`src/rtl/acc_sat_int16_int18_if.sv`:
```
// Handshake bundle for the INT16 -> INT18 saturating group accumulator.
//   len_i              : group length, sampled on the first beat of a group
//   in_valid/in_ready  : input sample handshake, in_data is the signed sample
//   out_valid/out_ready: result handshake, out_data is the signed group sum
//   out_ovf            : saturation happened somewhere in the group
// master = sample producer / result consumer, slave = accumulator.
interface acc_sat_int16_int18_if #(
   parameter int IN_W  = 16,
   parameter int OUT_W = 18,
   parameter int LEN_W = 8
);
   logic        [LEN_W-1:0] len_i;
   logic                    in_valid;
   logic                    in_ready;
   logic signed [IN_W-1:0]  in_data;
   logic                    out_valid;
   logic                    out_ready;
   logic signed [OUT_W-1:0] out_data;
   logic                    out_ovf;

   modport master (
      output len_i, in_valid, in_data, out_ready,
      input  in_ready, out_valid, out_data, out_ovf
   );

   modport slave (
      input  len_i, in_valid, in_data, out_ready,
      output in_ready, out_valid, out_data, out_ovf
   );
endinterface

```
`src/rtl/acc_sat_int16_int18.sv`:
```
// Streaming signed accumulator: sums a programmable-length group of INT16
// samples into a saturated INT18 result, the widening end of the
// INT16 -> INT18 -> INT16 datapath.
// Ports:
//   clk   : system clock, rising edge
//   rst_n : asynchronous active-low reset
//   bus   : slave side of acc_sat_int16_int18_if (sample in, result out)
//   busy  : a group is in progress or a result is waiting (state != IDLE)
//
// state | meaning
// IDLE  | waiting for the first sample of a group
// ACC   | accumulating remaining samples of the group
// HOLD  | result presented, waiting for the output beat
module acc_sat_int16_int18 #(
   parameter int IN_W  = 16,
   parameter int OUT_W = 18,
   parameter int LEN_W = 8
) (
   input  logic                 clk,
   input  logic                 rst_n,
   acc_sat_int16_int18_if.slave bus,
   output logic                 busy
);

   typedef enum logic [1:0] {IDLE, ACC, HOLD} state_t;

   localparam logic signed [OUT_W-1:0] MAX_V = {1'b0, {(OUT_W-1){1'b1}}};
   localparam logic signed [OUT_W-1:0] MIN_V = {1'b1, {(OUT_W-1){1'b0}}};

   state_t                  state;
   logic signed [OUT_W-1:0] acc;
   logic        [LEN_W-1:0] cnt;
   logic        [LEN_W-1:0] len_q;
   logic                    ovf;

   logic signed [OUT_W:0]   sum_w;
   logic signed [OUT_W-1:0] sat_val;
   logic signed [OUT_W-1:0] in_sext;
   logic                    sat_hit;
   logic        [LEN_W-1:0] len_eff;
   logic        [LEN_W:0]   cnt_inc;
   logic                    in_beat;
   logic                    out_beat;

   always_comb begin
      in_sext = {{(OUT_W-IN_W){bus.in_data[IN_W-1]}}, bus.in_data};
      // One guard bit: the top two bits disagree exactly when the sum left
      // the OUT_W range, and the guard bit gives the direction.
      sum_w   = {acc[OUT_W-1], acc} + {in_sext[OUT_W-1], in_sext};
      sat_hit = sum_w[OUT_W] != sum_w[OUT_W-1];
      sat_val = sum_w[OUT_W-1:0];
      if (sat_hit) begin
         sat_val = sum_w[OUT_W] ? MIN_V : MAX_V;
      end
      len_eff  = (bus.len_i == '0) ? LEN_W'(1) : bus.len_i;
      cnt_inc  = {1'b0, cnt} + (LEN_W+1)'(1);
      in_beat  = bus.in_valid & bus.in_ready;
      out_beat = bus.out_valid & bus.out_ready;
   end

   always_ff @(posedge clk or negedge rst_n) begin
      if (!rst_n) begin
         state         <= IDLE;
         acc           <= '0;
         cnt           <= '0;
         len_q         <= '0;
         ovf           <= 1'b0;
         bus.in_ready  <= 1'b1;
         bus.out_valid <= 1'b0;
         bus.out_data  <= '0;
         bus.out_ovf   <= 1'b0;
         busy          <= 1'b0;
      end else begin
         case (state)
            IDLE: begin
               if (in_beat) begin
                  len_q <= len_eff;
                  acc   <= in_sext;
                  cnt   <= LEN_W'(1);
                  ovf   <= 1'b0;
                  busy  <= 1'b1;
                  if (len_eff == LEN_W'(1)) begin
                     state         <= HOLD;
                     bus.in_ready  <= 1'b0;
                     bus.out_valid <= 1'b1;
                     bus.out_data  <= in_sext;
                     bus.out_ovf   <= 1'b0;
                  end else begin
                     state <= ACC;
                  end
               end
            end
            ACC: begin
               if (in_beat) begin
                  acc <= sat_val;
                  ovf <= ovf | sat_hit;
                  cnt <= cnt_inc[LEN_W-1:0];
                  if (cnt_inc == {1'b0, len_q}) begin
                     state         <= HOLD;
                     bus.in_ready  <= 1'b0;
                     bus.out_valid <= 1'b1;
                     bus.out_data  <= sat_val;
                     bus.out_ovf   <= ovf | sat_hit;
                  end
               end
            end
            HOLD: begin
               if (out_beat) begin
                  state         <= IDLE;
                  bus.out_valid <= 1'b0;
                  bus.in_ready  <= 1'b1;
                  busy          <= 1'b0;
               end
            end
            default: begin
               state         <= IDLE;
               bus.out_valid <= 1'b0;
               bus.in_ready  <= 1'b1;
               busy          <= 1'b0;
            end
         endcase
      end
   end

endmodule
```
`src/flat_wrapper.sv`:
```
// flat-port wrapper written by rule: the top's interface ports become plain ports
module acc_sat_int16_int18_flat 
#(
   parameter int IN_W  = 16,
   parameter int OUT_W = 18,
   parameter int LEN_W = 8
)
  (clk, rst_n, busy, bus_len_i, bus_in_valid, bus_in_data, bus_out_ready, bus_in_ready, bus_out_valid, bus_out_data, bus_out_ovf);
  acc_sat_int16_int18_if #(.IN_W(IN_W), .OUT_W(OUT_W), .LEN_W(LEN_W)) bus_i ();
  input  logic clk;
  input  logic rst_n;
  output logic busy;
  input wire logic [$bits(bus_i.len_i)-1:0] bus_len_i;
  input wire logic [$bits(bus_i.in_valid)-1:0] bus_in_valid;
  input wire logic [$bits(bus_i.in_data)-1:0] bus_in_data;
  input wire logic [$bits(bus_i.out_ready)-1:0] bus_out_ready;
  output wire logic [$bits(bus_i.in_ready)-1:0] bus_in_ready;
  output wire logic [$bits(bus_i.out_valid)-1:0] bus_out_valid;
  output wire logic [$bits(bus_i.out_data)-1:0] bus_out_data;
  output wire logic [$bits(bus_i.out_ovf)-1:0] bus_out_ovf;
  assign bus_i.len_i = bus_len_i;
  assign bus_i.in_valid = bus_in_valid;
  assign bus_i.in_data = bus_in_data;
  assign bus_i.out_ready = bus_out_ready;
  assign bus_in_ready = bus_i.in_ready;
  assign bus_out_valid = bus_i.out_valid;
  assign bus_out_data = bus_i.out_data;
  assign bus_out_ovf = bus_i.out_ovf;
  acc_sat_int16_int18 #(.IN_W(IN_W), .OUT_W(OUT_W), .LEN_W(LEN_W)) u_core (.clk(clk), .rst_n(rst_n), .bus(bus_i), .busy(busy));
endmodule
```
`config.mk`:
```
export PLATFORM = sky130hd
export DESIGN_NAME = acc_sat_int16_int18_flat
export DESIGN_NICKNAME = d
export VERILOG_FILES = /design/src/rtl/acc_sat_int16_int18_if.sv /design/src/rtl/acc_sat_int16_int18.sv /design/src/flat_wrapper.sv
export SDC_FILE = /design/constraint.sdc
export NUM_CORES = 1
export LEC_CHECK = 0
export BUFFER_PORTS_ARGS = -buffer_cell sky130_fd_sc_hd__buf_2
export CAP_MARGIN = 10
export CORE_MARGIN = 10
export CORE_UTILIZATION = 46
export CTS_CLUSTER_DIAMETER = 80
export CTS_CLUSTER_SIZE = 10
export DETAILED_ROUTE_END_ITERATION = 10
export PLACE_DENSITY_LB_ADDON = 0.15
export SETUP_SLACK_MARGIN = 0.1
export SYNTH_ARGS = -nofsm -noshare
export SYNTH_HDL_FRONTEND = slang
export SYNTH_SLANG_ARGS = --single-unit
```
`constraint.sdc`:
```
create_clock -name clk -period 5.77 [get_ports clk]
set_input_delay 1.154 -clock clk [delete_from_list [all_inputs] [get_ports clk]]
set_output_delay 1.154 -clock clk [all_outputs]
set_load 0.05 [all_outputs]
```
After elaboration in Yosys (flattened, before gate mapping)
Cells that the tools add are included.
{ "word_totals": {"elab_cells": 75, "output_inout_bits": 22, "latch_bits": 0, "regBits": 59, "ram_bits": 0, "input_bits": 28, "mem_bits_ro": 0, "mem_count": 0} }
{ "classes": {"n_addsub": 2, "bitwise": 4, "eq_ne": 10, "multipliers": 0, "n_mux": 40, "n_reduce_logical": 9, "magnitude_cmp": 0, "shift": 0, "n_div": 0} }
{ "ops": {"columns": ["op", "count"], "rows": [
  ["$mux W18", 8],
  ["$pmux W18 S2", 2],
  ["$mux W8", 3],
  ["$add A18 B16 Y19", 1],
  ["$pmux W8 S2", 1],
  ["$mux W1", 15],
  ["$mux W2", 5],
  ["$ne A2 B1 Y1 const B", 5],
  ["$reduce_and A5 Y1", 2],
  ["$add A8 B1 Y9 const B", 1],
  ["$eq A9 B8 Y1", 1],
  ["$pmux W1 S3", 3],
  ["$eq A8 B1 Y1 const B", 1],
  ["$logic_not A8 Y1", 1],
  ["$pmux W2 S3", 1],
  ["$reduce_and A3 Y1", 2],
  ["$pmux W1 S2", 2],
  ["$reduce_and A4 Y1", 1],
  ["$and A1 B1 Y1", 2],
  ["$eq A2 B1 Y1 const B", 1],
  ["$eq A2 B2 Y1 const B", 1],
  ["$logic_not A2 Y1", 1],
  ["$reduce_and A2 Y1", 1],
  ["$reduce_bool A2 Y1", 1],
  ["other kinds (3)", 3]
]} }

Longest topological paths before layout
{ "depth": {"depth_word": 6, "ltp_mapped": 11, "ltp_nobuf": 10} }

Worst setup path before layout
Ideal clock, no wire load.
{ "synth_timing": {"kind": "input port to flip-flop", "from": "in bus_in_data[0]", "to": "reg u_core.acc[15]", "setup_slack_ns": 2.347, "path_buffers": 0, "arrival_ns": 3.283, "path_stages": 10, "path_cell_list": "ha_1 fa_1 a21oi_1 o21ai_0 a211oi_2 a221oi_2 o41ai_2 nor2_2 o311ai_1 a31oi_1"} }
{ "synth_between": {"elab_chain_len": 5, "elab_cells_between_ends": 6, "cone_classes": "add/sub: 1; eq/ne: 1; mux: 4"} }
{ "synth_rtl": {"columns": ["element", "line_no", "text"], "rows": [
  ["start: declaration", "flat_wrapper.sv:15", "input wire logic [$bits(bus_i.in_data)-1:0] bus_in_data;"],
  ["$add A18 B16 Y19 (*)", "acc_sat_int16_int18.sv:49", "sum_w = {acc[OUT_W-1], acc} + {in_sext[OUT_W-1], in_sext};"],
  ["$mux W18 / $ne A1 B1 Y1 (equally long branches)", "acc_sat_int16_int18.sv:53, acc_sat_int16_int18.sv:50", null],
  ["$mux W18 (*)", "acc_sat_int16_int18.sv:52", "if (sat_hit) begin"],
  ["$mux W18 (*)", "acc_sat_int16_int18.sv:94", "if (in_beat) begin"],
  ["$pmux W18 S2 (*)", "acc_sat_int16_int18.sv:74", "case (state)"],
  ["end signal: assignment", "acc_sat_int16_int18.sv:78", "acc <= in_sext;"],
  ["end signal: assignment", "acc_sat_int16_int18.sv:95", "acc <= sat_val;"],
  ["end: declaration", "acc_sat_int16_int18.sv:31", "logic signed [OUT_W-1:0] acc;"]
]} }
Mark *: on every way between the ends. The rest lies on a longest branch, timed or not. The select of a mux whose other input is x is not followed.
A chain may end at the register's enable or synchronous reset.

Final worst setup path
Ends and elaborated chain as after synthesis.

==> metrics <==
most numerous cell in the Yosys netlist=dfrtp_1; Max Clock Skew=0.0131 ns; Vias=3245; setup_tns=0 ns; number of global-route vias before repair=3356; CP Capture Type=register; Commonest cells post-synth=dfrtp_1, o21ai_0, nand2_1; Die ar.=0.0123 mm2; pins over their slew limit=0; cell count after synthesis=421; P&R area growth vs syn=13.2%; CTS resizes=0; hpwl dp=6.94 mm; post-synthesis cell type count=61; grt ovf=0; Hold/Removal Path Class=register to register; Ant. Diodes=0; crit path kind=primary input to register; Max Fclk=261 MHz; multi-input logic area=0.00215 mm2; Detail Route Antenna Nets=0; Tightest Pin Transition=1.05 ns; initial DRC count=90; metal3 WL=402 um; relative slew slack=30.0%; final cell count without fillers=577; fin worst setup slack=1.94 ns; dominant synthesized flop cell=dfrtp_1; clk_lat worst skew=0.35 ns; MaxCap Viol Count=0; run status=finished clean; Tmin final=3.83 ns; via/cell ratio=5.62; Fill cells=795; global-route usage over all layers=15.7%; Core Box Area=0.00813 mm2; Die X=111 um; worst reg-to-reg path cell count=10; CTS tree=yes; Setup Fix Bufs, Post-CTS=0; routability cong.=0.875; I/O pin count=50; Clock Tree Root=clkbuf_8; P_leak=2.06 nW; register area=0.00148 mm2; crit path launch type=primary input; share of cells above drive strength 1=19.7%; Synth top area share=38.1%; first-pass GRT wire length=16.2 mm; drt pass-1 iters=4; fin area=0.00431 mm2; Avg Synthesized Cell Area=9.04 um2; Final Total Pwr=0.904 mW; H-tree depth=3; Setup violations, final=0; Synth Net Count=469; Rows=33; CTS Sinks=59; Num CTS Buffers=9; largest net degree at the start of global routing=60; Die Y=111 um; # port buffers=49; initial antenna violation count=0; Setup WS pre-CTS=1.60 ns; Post-Syn Area=0.00381 mm2; Synth area leaders=dfrtp_1, o21ai_0, ha_1, a21oi_1, nand2_1; EDFF count, synth=0; Post-CTS Hold Buffers=0; WP data arrival=4.03 ns; Layout Nets=515; Hold Vio Cnt, Final=0; drt drc=0; post-DR wirelength/cell=16.7 um; Synth area leader=dfrtp_1; metal2 WL=4.83 mm; critical path fanouts, max=10; RSZ-0062 raised after global routing=no; Worst IR Drop VDD=0.0965 mV; DRT met1 WL=4.27 mm; Max Root-Sink Buffers=2; placed inst area=0.00409 mm2; PwrDens=210 mW/mm2; hold path cells=2; flops & latches, synth=59; fin crit share=66.3%; highest metal used=met4; yosys warns=0; register area share after synthesis=38.8%; Inst Count DP=561; WP data required=5.97 ns; initial core utilization=46.8%; clock-pin slew on the worst setup and hold paths=0.08 ns; async set or reset register ratio after synthesis=100%; DRT Wirelength=9.63 mm
## kinds of logic after synthesis
| kind of cell | synth area share [%] |
|---|---|
| adder cells (fa/ha/maj) | 6.77 |
| flip-flops | 38.8 |
| AND/OR/NAND/NOR | 15.2 |
| AO/OA/AOI/OAI | 25.5 |
| multiplexers | 4.24 |
| buffers and inverters | 4.60 |
| XOR/XNOR | 4.80 |
## layout make-up
type                    count  share of cell area, %
clock buffers               9                   2.87
clock inverters             7                   2.32
inverters                  15                   1.31
multi-input cells         330                   50.0
flip-flops and latches     59                   34.3
well taps                 105                   3.05
repair buffers             52                   6.21
## metrics by stage
step / hold slack, ns / utilization (%)
after floorplan: 0.450 / -
after global placement: 0.470 / 50.3
after detailed placement: 0.480 / 50.3
after CTS: 0.497 / 53.0
after global routing: 0.520 / 53.0
final: 0.492 / 53.0
## final timing paths
path / start / to / slack [ns]
hold / removal: u_core.acc[2]$_DFFE_PN0P_ / u_core.acc[2]$_DFFE_PN0P_ / 0.49
hold reg to reg: u_core.acc[2]$_DFFE_PN0P_ / u_core.acc[2]$_DFFE_PN0P_ / 0.49
setup reg to reg: u_core.acc[0]$_DFFE_PN0P_ / u_core.acc[15]$_DFFE_PN0P_ / 2.48
min in group asynchronous: rst_n / u_core.len_q[6]$_DFFE_PN0P_ / 0.95
setup / recovery: bus_in_data[0] / u_core.acc[15]$_DFFE_PN0P_ / 1.94
max in group asynchronous: rst_n / u_core.acc[15]$_DFFE_PN0P_ / 4.30
## where the power goes
group	switching, mW	total (mW)	internal, mW
Clock	0.183	0.429	0.246
Sequential	0	0.413	0.413
Combinational	0.0392	0.0616	0.0224
## state kept, by name, summed over array words and instances, names as in the netlist
| signal | cells |
|---|---|
| u_core.len_q | 8 |
| u_core.ovf | 1 |
| u_core.bus.in_ready | 1 |
| u_core.bus.out_ovf | 1 |
| u_core.bus.out_valid | 1 |
| u_core.busy | 1 |
| u_core.acc | 18 |
| u_core.bus.out_data | 18 |
| u_core.cnt | 8 |
| u_core.state | 2 |
## metal layers
| layer | GRT usage [%] | vias up |
|---|---|---|
| met3 | 4.17 | 9 |
| met5 | 0 | - |
| met2 | 27.3 | 59 |
| met4 | 5.73 | 0 |
| met1 | 18.0 | 1547 |
| li1 | - | 1630 |
## layout by cell type, fill, tap and decap left out, types with 2 or more instances in the layout
master	synthesis	final
dfrtp_1	58	58
o21ai_0	53	53
buf_2	1	49
nand2_1	37	37
nor2_1	33	33
a21oi_1	32	32
a31oi_1	20	20
ha_1	19	19
inv_1	15	15
nand3_1	12	12
xnor2_1	10	10
xor2_1	9	9
and2_1	9	9
mux2_2	9	9
clkbuf_8	0	9
and3_1	8	8
a21boi_0	8	8
o211ai_1	6	6
mux2i_1	6	6
o21ai_1	4	4
nor3_1	4	4
o22ai_1	4	4
a21o_1	3	3
nor3b_1	3	3
o21bai_1	3	3
o31ai_1	3	3
clkinv_4	0	3
buf_4	2	3
a211oi_2	2	2
nand4_1	2	2
a41oi_1	2	2
nor4_1	2	2
nor2b_1	2	2
bufinv_16	0	2
## worst max-delay path, cell delays in order
cell	delay, ns
buf_2	0.11
ha_1	0.22
fa_1	0.43
a21oi_1	0.21
o21ai_0	0.18
a211oi_2	0.51
a221oi_2	0.18
o41ai_2	0.18
nor2_2	0.25
o311ai_1	0.47
a31oi_1	0.14
No activity file was read; power rests on OpenSTA's default activity.
